===== config.mk =====
export PLATFORM = sky130hd
export DESIGN_NAME = xbus_window_sched
export DESIGN_NICKNAME = d
export VERILOG_FILES = /design/src/rtl/xbus_window_sched.sv
export SDC_FILE = /design/constraint.sdc
export NUM_CORES = 1
export LEC_CHECK = 0
export CORE_ASPECT_RATIO = 1.75
export CORE_MARGIN = 1.5
export CORE_UTILIZATION = 55
export CTS_BUF_LIST = sky130_fd_sc_hd__clkbuf_8
export CTS_CLUSTER_SIZE = 28
export DETAILED_ROUTE_END_ITERATION = 8
export PLACE_DENSITY = 0.74
export RECOVER_POWER = 100
export SYNTH_ARGS = -nofsm -noshare
export SYNTH_HDL_FRONTEND = slang
export SYNTH_SLANG_ARGS = --single-unit
export TNS_END_PERCENT = 20

===== constraint.sdc =====
create_clock -name clk -period 14.6 [get_ports clk]
set_input_delay 2.92 -clock clk [delete_from_list [all_inputs] [get_ports clk]]
set_output_delay 2.92 -clock clk [all_outputs]
set_load 0.01 [all_outputs]

===== src/rtl/xbus_window_sched.sv =====
// X-bus broadcast sequencer for a 1-D sliding-window pass over NUM_COL PE columns.
// Each accepted word is broadcast once; every column accumulates one output window at a time.
module xbus_window_sched #(
    parameter int DATA_WIDTH = 16,
    parameter int NUM_COL    = 3,
    parameter int IDX_W      = 16
) (
    input  logic                  clk,
    input  logic                  rst,
    input  logic                  flush,
    input  logic                  start,
    input  logic [7:0]            kernel_size,
    input  logic [IDX_W-1:0]      row_len,
    input  logic                  in_valid,
    output logic                  in_ready,
    input  logic [DATA_WIDTH-1:0] in_data,
    input  logic [NUM_COL-1:0]    pe_busy,
    output logic                  x_valid,
    output logic [DATA_WIDTH-1:0] x_data,
    output logic [NUM_COL-1:0]    x_col_en,
    output logic [NUM_COL-1:0]    x_col_last,
    output logic                  busy,
    output logic                  done,
    output logic                  cfg_err
);

    localparam int CW = IDX_W + 1;

    typedef enum logic [1:0] {IDLE, STREAM, DONE} state_t;

    state_t                  state_reg, state_next;
    logic [IDX_W-1:0]        in_idx_reg;
    logic [IDX_W-1:0]        l_reg;
    logic [CW-1:0]           k_reg;
    logic [CW-1:0]           lmk_reg;
    logic                    x_valid_reg;
    logic [DATA_WIDTH-1:0]   x_data_reg;
    logic [NUM_COL-1:0]      x_col_en_reg;
    logic [NUM_COL-1:0]      x_col_last_reg;
    logic                    cfg_err_reg;

    logic [CW-1:0]           k_in, l_in, lmk_in, idx_ext;
    logic                    cfg_ok, start_ok, stall, xfer;
    logic [NUM_COL-1:0]      en, last;

    assign k_in     = CW'(kernel_size);
    assign l_in     = {1'b0, row_len};
    assign lmk_in   = l_in - k_in;
    assign idx_ext  = {1'b0, in_idx_reg};
    assign cfg_ok   = (kernel_size != 8'd0) && (k_in <= CW'(NUM_COL)) && (k_in <= l_in);
    assign start_ok = (state_reg == IDLE) && start && cfg_ok;

    // Windows are compared one bit wider than the counters so o_c+K never wraps.
    genvar gi;
    generate
        for (gi = 0; gi < NUM_COL; gi++) begin : g_col
            logic [CW-1:0] o_reg;
            logic          live_reg;
            logic [CW-1:0] win_end;
            logic [CW-1:0] o_adv;

            assign win_end  = o_reg + k_reg;
            assign o_adv    = o_reg + CW'(NUM_COL);
            assign en[gi]   = live_reg && (o_reg <= idx_ext) && (idx_ext < win_end);
            assign last[gi] = en[gi] && (idx_ext == win_end - CW'(1));

            always_ff @(posedge clk or posedge rst) begin
                if (rst) begin
                    o_reg    <= CW'(gi);
                    live_reg <= 1'b0;
                end else if (flush) begin
                    o_reg    <= CW'(gi);
                    live_reg <= 1'b0;
                end else if (start_ok) begin
                    o_reg    <= CW'(gi);
                    live_reg <= (CW'(gi) <= lmk_in);
                end else if (xfer && last[gi]) begin
                    o_reg    <= o_adv;
                    live_reg <= (o_adv <= lmk_reg);
                end
            end
        end
    endgenerate

    // Only a busy column that this word would actually feed holds the stream.
    assign stall    = |(en & pe_busy);
    assign in_ready = (state_reg == STREAM) && !stall;
    assign xfer     = in_valid && in_ready;

    always_comb begin
        state_next = state_reg;
        case (state_reg)
            IDLE:    if (start_ok) state_next = STREAM;
            STREAM:  if (xfer && (in_idx_reg == l_reg - IDX_W'(1))) state_next = DONE;
            DONE:    state_next = IDLE;
            default: state_next = IDLE;
        endcase
    end

    always_ff @(posedge clk or posedge rst) begin
        if (rst) begin
            state_reg      <= IDLE;
            in_idx_reg     <= '0;
            l_reg          <= '0;
            k_reg          <= '0;
            lmk_reg        <= '0;
            x_valid_reg    <= 1'b0;
            x_data_reg     <= '0;
            x_col_en_reg   <= '0;
            x_col_last_reg <= '0;
            cfg_err_reg    <= 1'b0;
        end else if (flush) begin
            state_reg      <= IDLE;
            in_idx_reg     <= '0;
            l_reg          <= '0;
            k_reg          <= '0;
            lmk_reg        <= '0;
            x_valid_reg    <= 1'b0;
            x_data_reg     <= '0;
            x_col_en_reg   <= '0;
            x_col_last_reg <= '0;
            cfg_err_reg    <= 1'b0;
        end else begin
            state_reg   <= state_next;
            cfg_err_reg <= (state_reg == IDLE) && start && !cfg_ok;
            if (start_ok) begin
                in_idx_reg <= '0;
                l_reg      <= row_len;
                k_reg      <= k_in;
                lmk_reg    <= lmk_in;
            end else if (xfer) begin
                in_idx_reg <= in_idx_reg + IDX_W'(1);
            end
            x_valid_reg    <= xfer;
            x_col_en_reg   <= xfer ? en : '0;
            x_col_last_reg <= xfer ? last : '0;
            if (xfer) x_data_reg <= in_data;
        end
    end

    assign x_valid    = x_valid_reg;
    assign x_data     = x_data_reg;
    assign x_col_en   = x_col_en_reg;
    assign x_col_last = x_col_last_reg;
    assign busy       = (state_reg != IDLE);
    assign done       = (state_reg == DONE);
    assign cfg_err    = cfg_err_reg;

endmodule


==> key figures, run 1 <==
Final layout
  – FILL cells: 2434
  – Multi-input gate area: between 10000 and 15000 um2
  – Final instance area: around 16000 um2
  – Post-Layout Cell Count: 2159
  – Fin nets: 2056
  – Max reg flops: 51
  – Area delta synth->final: 8.82%
  – Register Area: 3430 um2
  – Ratio of cells with drive above 1 in the final layout: 4.42%
  – Commonest non-fill, non-tap cell in the layout: ha_1
  – Most frequent cells in the layout: ha_1, xnor2_1, dfrtp_1

Placement
  – Gpl congestion: just under 1
  – Port Buf Inserts: 74
  – Placed insts: 2126
  – Placement Cell Area: 16000 um2
  – Hpwl dp: around 39000 um
  – DP Worst Slack: 6.75 ns

Global routing
  – First-pass GRT wire length: approximately 80000 um
  – Largest net degree at the start of global routing: 76
  – Remaining global-route overflow: 0
  – Number of antenna violations at the first check in global routing: 1
  – All-layer global routing usage: 36.9%
  – Vias in the first global route: 14400

Clock network
  – Sink Count: 137
  – Clk root buf: clkbuf_8
  – Resized cells post-CTS: 0
  – Setup repair bufs after CTS: 0
  – Clock Tree Buf Depth: 2
  – TritonCTS clock tree: done
  – Clk slew on worst S/H paths: 0.10 ns
  – Clock latency on the worst-skew pair: about 0.5 ns
  – CTS Hold Bufs: 0
  – Htree depth: 4
  – Num CTS Buffers: 17

STA
  – Relative slew slack: -145%
  – Final hold violation count: 0
  – Final WS setup: a little under 6 ns
  – Count of final setup violators: 0
  – Setup tns final: 0 ns
  – Fmax: between 100 and 150 MHz
  – WHS: around 0.53 ns
  – Fin Clk Skew: about 0.018 ns
  – Final Cycle Share: about 60%
  – Minimum clock period: 8.69 ns
  – Slew Viols, Final: approximately 280
  – Unrepaired setup endpoints after global routing: false
  – Actual slew at the worst max-slew pin: 3.66 ns

Synth
  – Synth cell types: ~90
  – Seq/Total Area, Yosys: ~23%
  – Post-Synthesis Cells: 1791
  – Synth top area cells: dfrtp_1, ha_1, xnor2_1
  – Syn Area/Cell: 8.39 um2
  – Synth Register Bits: 137
  – Cell area after synthesis: approximately 15000 um2
  – Syn nets: 2026
  – Ys flop type: dfrtp_1
  – Async SR Flop Fraction: 100%
  – Yosys top cell area share: 22.5%
  – EDFF count, synth: 0
  – Leading area contributor after synthesis: dfrtp_1
  – Synth warn: 0

Job
  – Max cap viols: 5

Worst setup path
  – Crit path kind: reg2out
  – Endpoint class of the critical path: output pin
  – Startpoint types: flop
  – Crit-path max FO: 9
  – Worst reg-to-reg setup slack: 5.91 ns
  – Setup crit start: k_reg[5]
  – Worst Path Required: around 12 ns
  – Worst path arrival time: 5.77 ns
  – Reg2reg start: k_reg[0]

Die
  – Die width: 128 um
  – Std-Cell Rows: 79
  – Die height: 222 um
  – Core Area: between 20000 and 30000 um2
  – I/O pin count: 75
  – Die Area: around 28000 um2
  – Initial Util: around 56%

Route
  – Final ANT Viol Nets: 0
  – DR iter-0 viols: 1059
  – Vias: 14700
  – Final WL: 52000 um
  – TritonRoute pass-1 iters: 7
  – Vias per cell: 6.80
  – Drt wl/cell: 24.1 um
  – # DRC: 0

Power
  – Worst VDD drop: 74.6 uV
  – P per Cell Area: 46.6 nW/um2
  – Leakage: 7.29 nW

Hold path
  – Worst hold path type: reg2reg
  – Worst hold start: state_reg[1]

Run status
  – Failing checks: max-capacitance violations, max-slew violations
  – Status: finished with violations
## power by group
| part | switching [mW] | leakage, nW | internal [mW] |
|---|---|---|---|
| registers | 0.000552 | 1.91 | 0.380 |
| logic | 0.0391 | 5.19 | 0.0258 |
| clock network | 0.189 | 0.189 | 0.127 |
## area by class of cell
cell class	count	area share, %
well taps	324	2.48
repair buffers	90	5.10
inverters	99	2.28
diodes	1	0.0153
clock inverters	15	0.949
flip-flops and latches	137	21.0
multi-input cells	1476	66.8
clock buffers	17	1.43
## stage by stage
stage               power (mW)  utilization (%)
CTS                      0.766             61.4
global placement         0.452             59.9
global route             0.787             61.3
floorplan                0.424                -
finish                   0.762             61.3
detailed placement       0.453             59.9
## worst paths after layout
path                                       to  cells after the start
max                                  in_ready                     16
min                              state_reg[0]                      1
max reg2reg                 g_col[1].o_reg[5]                     21
min reg2reg                      state_reg[0]                      1
max in group asynchronous            l_reg[7]                      3
min in group asynchronous  g_col[2].o_reg[16]                      2
## logic make-up (layout without fill, tap and decap cells)
family          count (synthesis)  count (layout)  synth area share (%)
simple gates                  592             592                  20.6
compound gates                480             480                  22.6
fa+ha+maj                     187             187                  15.8
xor+xnor                      179             179                  11.1
buf+inv                       178             221                  4.62
flops                         137             137                  22.8
mux                            38              38                  2.56
other cells                     0               1                     0
## cell usage after synthesis (all sizes together), types with 14 or more instances
cell      n
ha      183
xnor2   136
dfrtp   135
nor2    123
nand2   111
inv      96
a21oi    95
o21ai    82
clkbuf   62
nand3    62
nand4    52
nor3     49
a21o     46
xor2     37
mux2i    34
or3      34
a211oi   31
a22o     31
nor4     28
and3     25
o21a     24
o211ai   21
and2     19
buf      17
nor2b    17
or2      16
a211o    14
nand2b   14
or4      14
## critical path, stage by stage, from the launching register on
cell and delay (ns):
dfrtp_1 0.49, ha_1 0.48, inv_1 0.12, o31a_1 0.36, a211oi_1 0.40, o21ai_0 0.22
xnor2_1 0.35, inv_1 0.14, ha_1 0.23, a2111oi_0 0.47, o21a_1 0.20, o41ai_1 0.08
o221ai_1 0.39, o2111ai_1 0.45, nand3_1 0.22, a211oi_1 0.07, dlygate4sd3_1 0.61
## metal layers
metal / up-vias / track usage [%] / share of wire, %
met5: - / 0 / 0.054
met4: 2 / 34.3 / 11
met3: 259 / 6.61 / 6.7
met2: 631 / 61.3 / 47
met1: 7038 / 39.0 / 35
li1: 6758 / - / -
Power figures use the tool's default switching activity.
==> run 2, diff against run 1 <==
--- a/config.mk
+++ b/config.mk
@@ -11,7 +11,7 @@
 export CTS_BUF_LIST = sky130_fd_sc_hd__clkbuf_8
 export CTS_CLUSTER_SIZE = 28
 export DETAILED_ROUTE_END_ITERATION = 8
-export PLACE_DENSITY = 0.74
+export PLACE_DENSITY = 0.77
 export RECOVER_POWER = 100
 export SYNTH_ARGS = -nofsm -noshare
 export SYNTH_HDL_FRONTEND = slang
==> constraint.sdc (replaced) <==
create_clock -name clk -period 7 [get_ports clk]
set_input_delay 1.4 -clock clk [delete_from_list [all_inputs] [get_ports clk]]
set_output_delay 1.4 -clock clk [all_outputs]
set_load 0.01 [all_outputs]
==> key figures, run 2 (synthesis gave the netlist of run 1 again) <==
STA
  – Setup tns final: 0 ns (unchanged)
  – Relative slew slack: -157% (-12 points)
  – Final hold violation count: 0 (unchanged)
  – Count of final setup violators: 0 (unchanged)
  – WHS: 0.518 ns (-0.00766 ns)
  – Actual slew at the worst max-slew pin: 3.83 ns (+0.174 ns)
  – Fmax: 147 MHz
  – Slew Viols, Final: 85 (-69%)
  – Unrepaired setup endpoints after global routing: false
  – Fin Clk Skew: 0.0205 ns (+0.00212 ns)
  – Final Cycle Share: 97.0%
  – Minimum clock period: 6.79 ns

Placement
  – Port Buf Inserts: 74 (unchanged)
  – Gpl congestion: 1.02 (+4.0%)
  – Hpwl dp: 38900 um (-0.98%)

Die
  – Die Area: 28400 um2 (unchanged)
  – Die width: 128 um (unchanged)
  – Initial Util: 56.3% (unchanged)
  – Die height: 222 um (unchanged)
  – I/O pin count: 75 (unchanged)
  – Core Area: 26700 um2 (unchanged)
  – Std-Cell Rows: 79 (unchanged)

Route
  – Vias per cell: 6.76 (-0.66%)
  – Final ANT Viol Nets: 0 (unchanged)
  – DR iter-0 viols: 1187 (+12%)
  – Vias: 14600 (-0.33%)
  – TritonRoute pass-1 iters: 7 (unchanged)
  – Drt wl/cell: 23.5 um (-2.6%)
  – Final WL: 50800 um (-2.3%)
  – # DRC: 0 (unchanged)

Worst setup path
  – Endpoint class of the critical path: output pin
  – Worst Path Required: 5.60 ns (-6.08 ns)
  – CP cell instances: ha_1, fa_1, a211oi_1, o21ai_2, and2_4, xnor2_2, inv_1, ha_1, o21a_1, o211ai_1, a211o_1, a211oi_1, a211oi_1, o21ai_1, nand3_1, a211oi_1, clkdlybuf4s50_1
  – Crit path kind: reg2out
  – Worst path slowest cell: clkdlybuf4s50_1
  – Worst path arrival time: 5.39 ns (-0.38 ns)
  – CP dominant cell by count: a211oi_1
  – Crit-path max cell delay: 0.58 ns (-0.03 ns)
  – Crit-path max FO: 7 (-2)
  – Startpoint types: flop

Clock network
  – Clock latency on the worst-skew pair: 0.52 ns (+0.02 ns)
  – Clk root buf: clkbuf_8
  – Num CTS Buffers: 17 (unchanged)
  – TritonCTS clock tree: done
  – Clock Tree Buf Depth: 2 (unchanged)
  – Clk slew on worst S/H paths: 0.10 ns (about the same)
  – Sink Count: 137 (unchanged)
  – Htree depth: 4 (unchanged)

Final layout
  – Ratio of cells with drive above 1 in the final layout: 5.27% (+0.85 points)
  – FILL cells: 2342 (-3.8%)
  – Most frequent cells in the layout: ha_1, xnor2_1, dfrtp_1
  – Fin nets: 2063 (+0.34%)
  – Commonest non-fill, non-tap cell in the layout: ha_1
  – Area delta synth->final: 9.48%
  – Max reg flops: 51 (unchanged)

Global routing
  – Largest net degree at the start of global routing: 85 (+12%)
  – Vias in the first global route: 14300 (-1.1%)
  – First-pass GRT wire length: 78700 um (-1.3%)
  – Number of antenna violations at the first check in global routing: 0 (-1)
  – Remaining global-route overflow: 0 (unchanged)
  – All-layer global routing usage: 36.4% (-0.55 points)

Job
  – Max cap viols: 1 (-4)

Power
  – Combinational power share: 8.4% (about the same)
  – Leakage: 7.37 nW (+1.1%)
  – Sequential Power Share: 48.7% (-1.3 points)
  – P per Cell Area: 99.1 nW/um2 (+110%)
  – P_int: 1.15 mW (+120%)
  – Net Sw Frac: 29.6% (-0.47 points)
  – Worst VDD drop: 146 uV (+95%)
  – Power share of the clock group: 42.9% (+1.4 points)
  – Sw Pwr: 0.482 mW (+110%)

Run status
  – Failing checks: max-capacitance violations, max-slew violations
  – Status: finished with violations

Hold path
  – Worst hold path type: reg2reg
-- run 2: changes by cell type in the layout (fill, tap and decap cells not counted), moves of 3 or more --
cell      previous run  this run
and2_0               5         2
clkbuf_2             0         5
clkbuf_1             7         2
buf_4                9        16
-- run 2: worst max-delay path: cells and delay by family, from the launching register on --
family / cells / cell delay (ns)
AOI/OAI and AO/OA: 9 / 2.05
xor gates and xnor gates: 1 / 0.27
adders and majority gates: 3 / 1.02
buffers and inverters: 2 / 0.74
DFF: 1 / 0.47
and+or+nand+nor: 2 / 0.31
-- run 2: power groups by stage --
stage               clock network [mW]  registers [mW]  logic [mW]
finish                           0.699           0.794       0.137
CTS                              0.707           0.794       0.138
global route                     0.738           0.794       0.149
detailed placement                   0           0.809       0.138
global placement                     0           0.809       0.136
floorplan                            0           0.809      0.0749
-- run 2: layout make-up --
class / instances / area (um2) / share of cell area, %
well taps: 324 / 405 / 2.46
multi-input cells: 1476 / 10900 / 66.4
diodes: 1 / 2.50 / 0.0152
clock buffers: 17 / 234 / 1.42
repair buffers: 97 / 893 / 5.43
flip-flops and latches: 137 / 3430 / 20.9
clock inverters: 15 / 180 / 1.10
inverters: 99 / 373 / 2.27
-- run 2: layer usage --
| layer | global-route usage (%) | up-vias | routed length, um |
|---|---|---|---|
| met5 | 0 | - | 0 |
| li1 | - | 6766 | - |
| met3 | 6.93 | 237 | 3580 |
| met4 | 30.2 | 0 | 4780 |
| met2 | 60.6 | 632 | 24500 |
| met1 | 39.5 | 7004 | 17900 |
-- run 2: path summary, 6_finish.rpt --
check,cells after the start,slack [ns],start,to
setup / recovery,17,0.21,k_reg[0],in_ready
hold / removal,1,0.52,state_reg[1],state_reg[0]
setup reg to reg,20,0.57,k_reg[0],in_idx_reg[9]
hold reg to reg,1,0.52,state_reg[1],state_reg[0]
max in group asynchronous,3,1.92,rst,g_col[0].live_reg
min in group asynchronous,2,2.44,rst,g_col[2].o_reg[16]
-- run 2: stage by stage --
stage / worst slack, ns / area, um2 / std cells / total power [mW] / utilization, %
after floorplan: 1.69 / 15000 / 1791 / 0.884 / -
after global placement: 0.746 / 16100 / 2133 / 0.946 / 60.2
after detailed placement: 0.630 / 16100 / 2133 / 0.947 / 60.2
after CTS: 0.0519 / 16500 / 2165 / 1.64 / 61.7
after global routing: 0.00642 / 16400 / 2165 / 1.68 / 61.6
final: 0.212 / 16400 / 2166 / 1.63 / 61.6
-- run 2: timing repair --
item                                    in CTS  in global routing
hold buffers                                 0                  0
resized for setup                            0                  4
endpoints found under the hold margin        0                  0
buffers inserted                             0                  0
endpoints found under the setup margin       0                  1
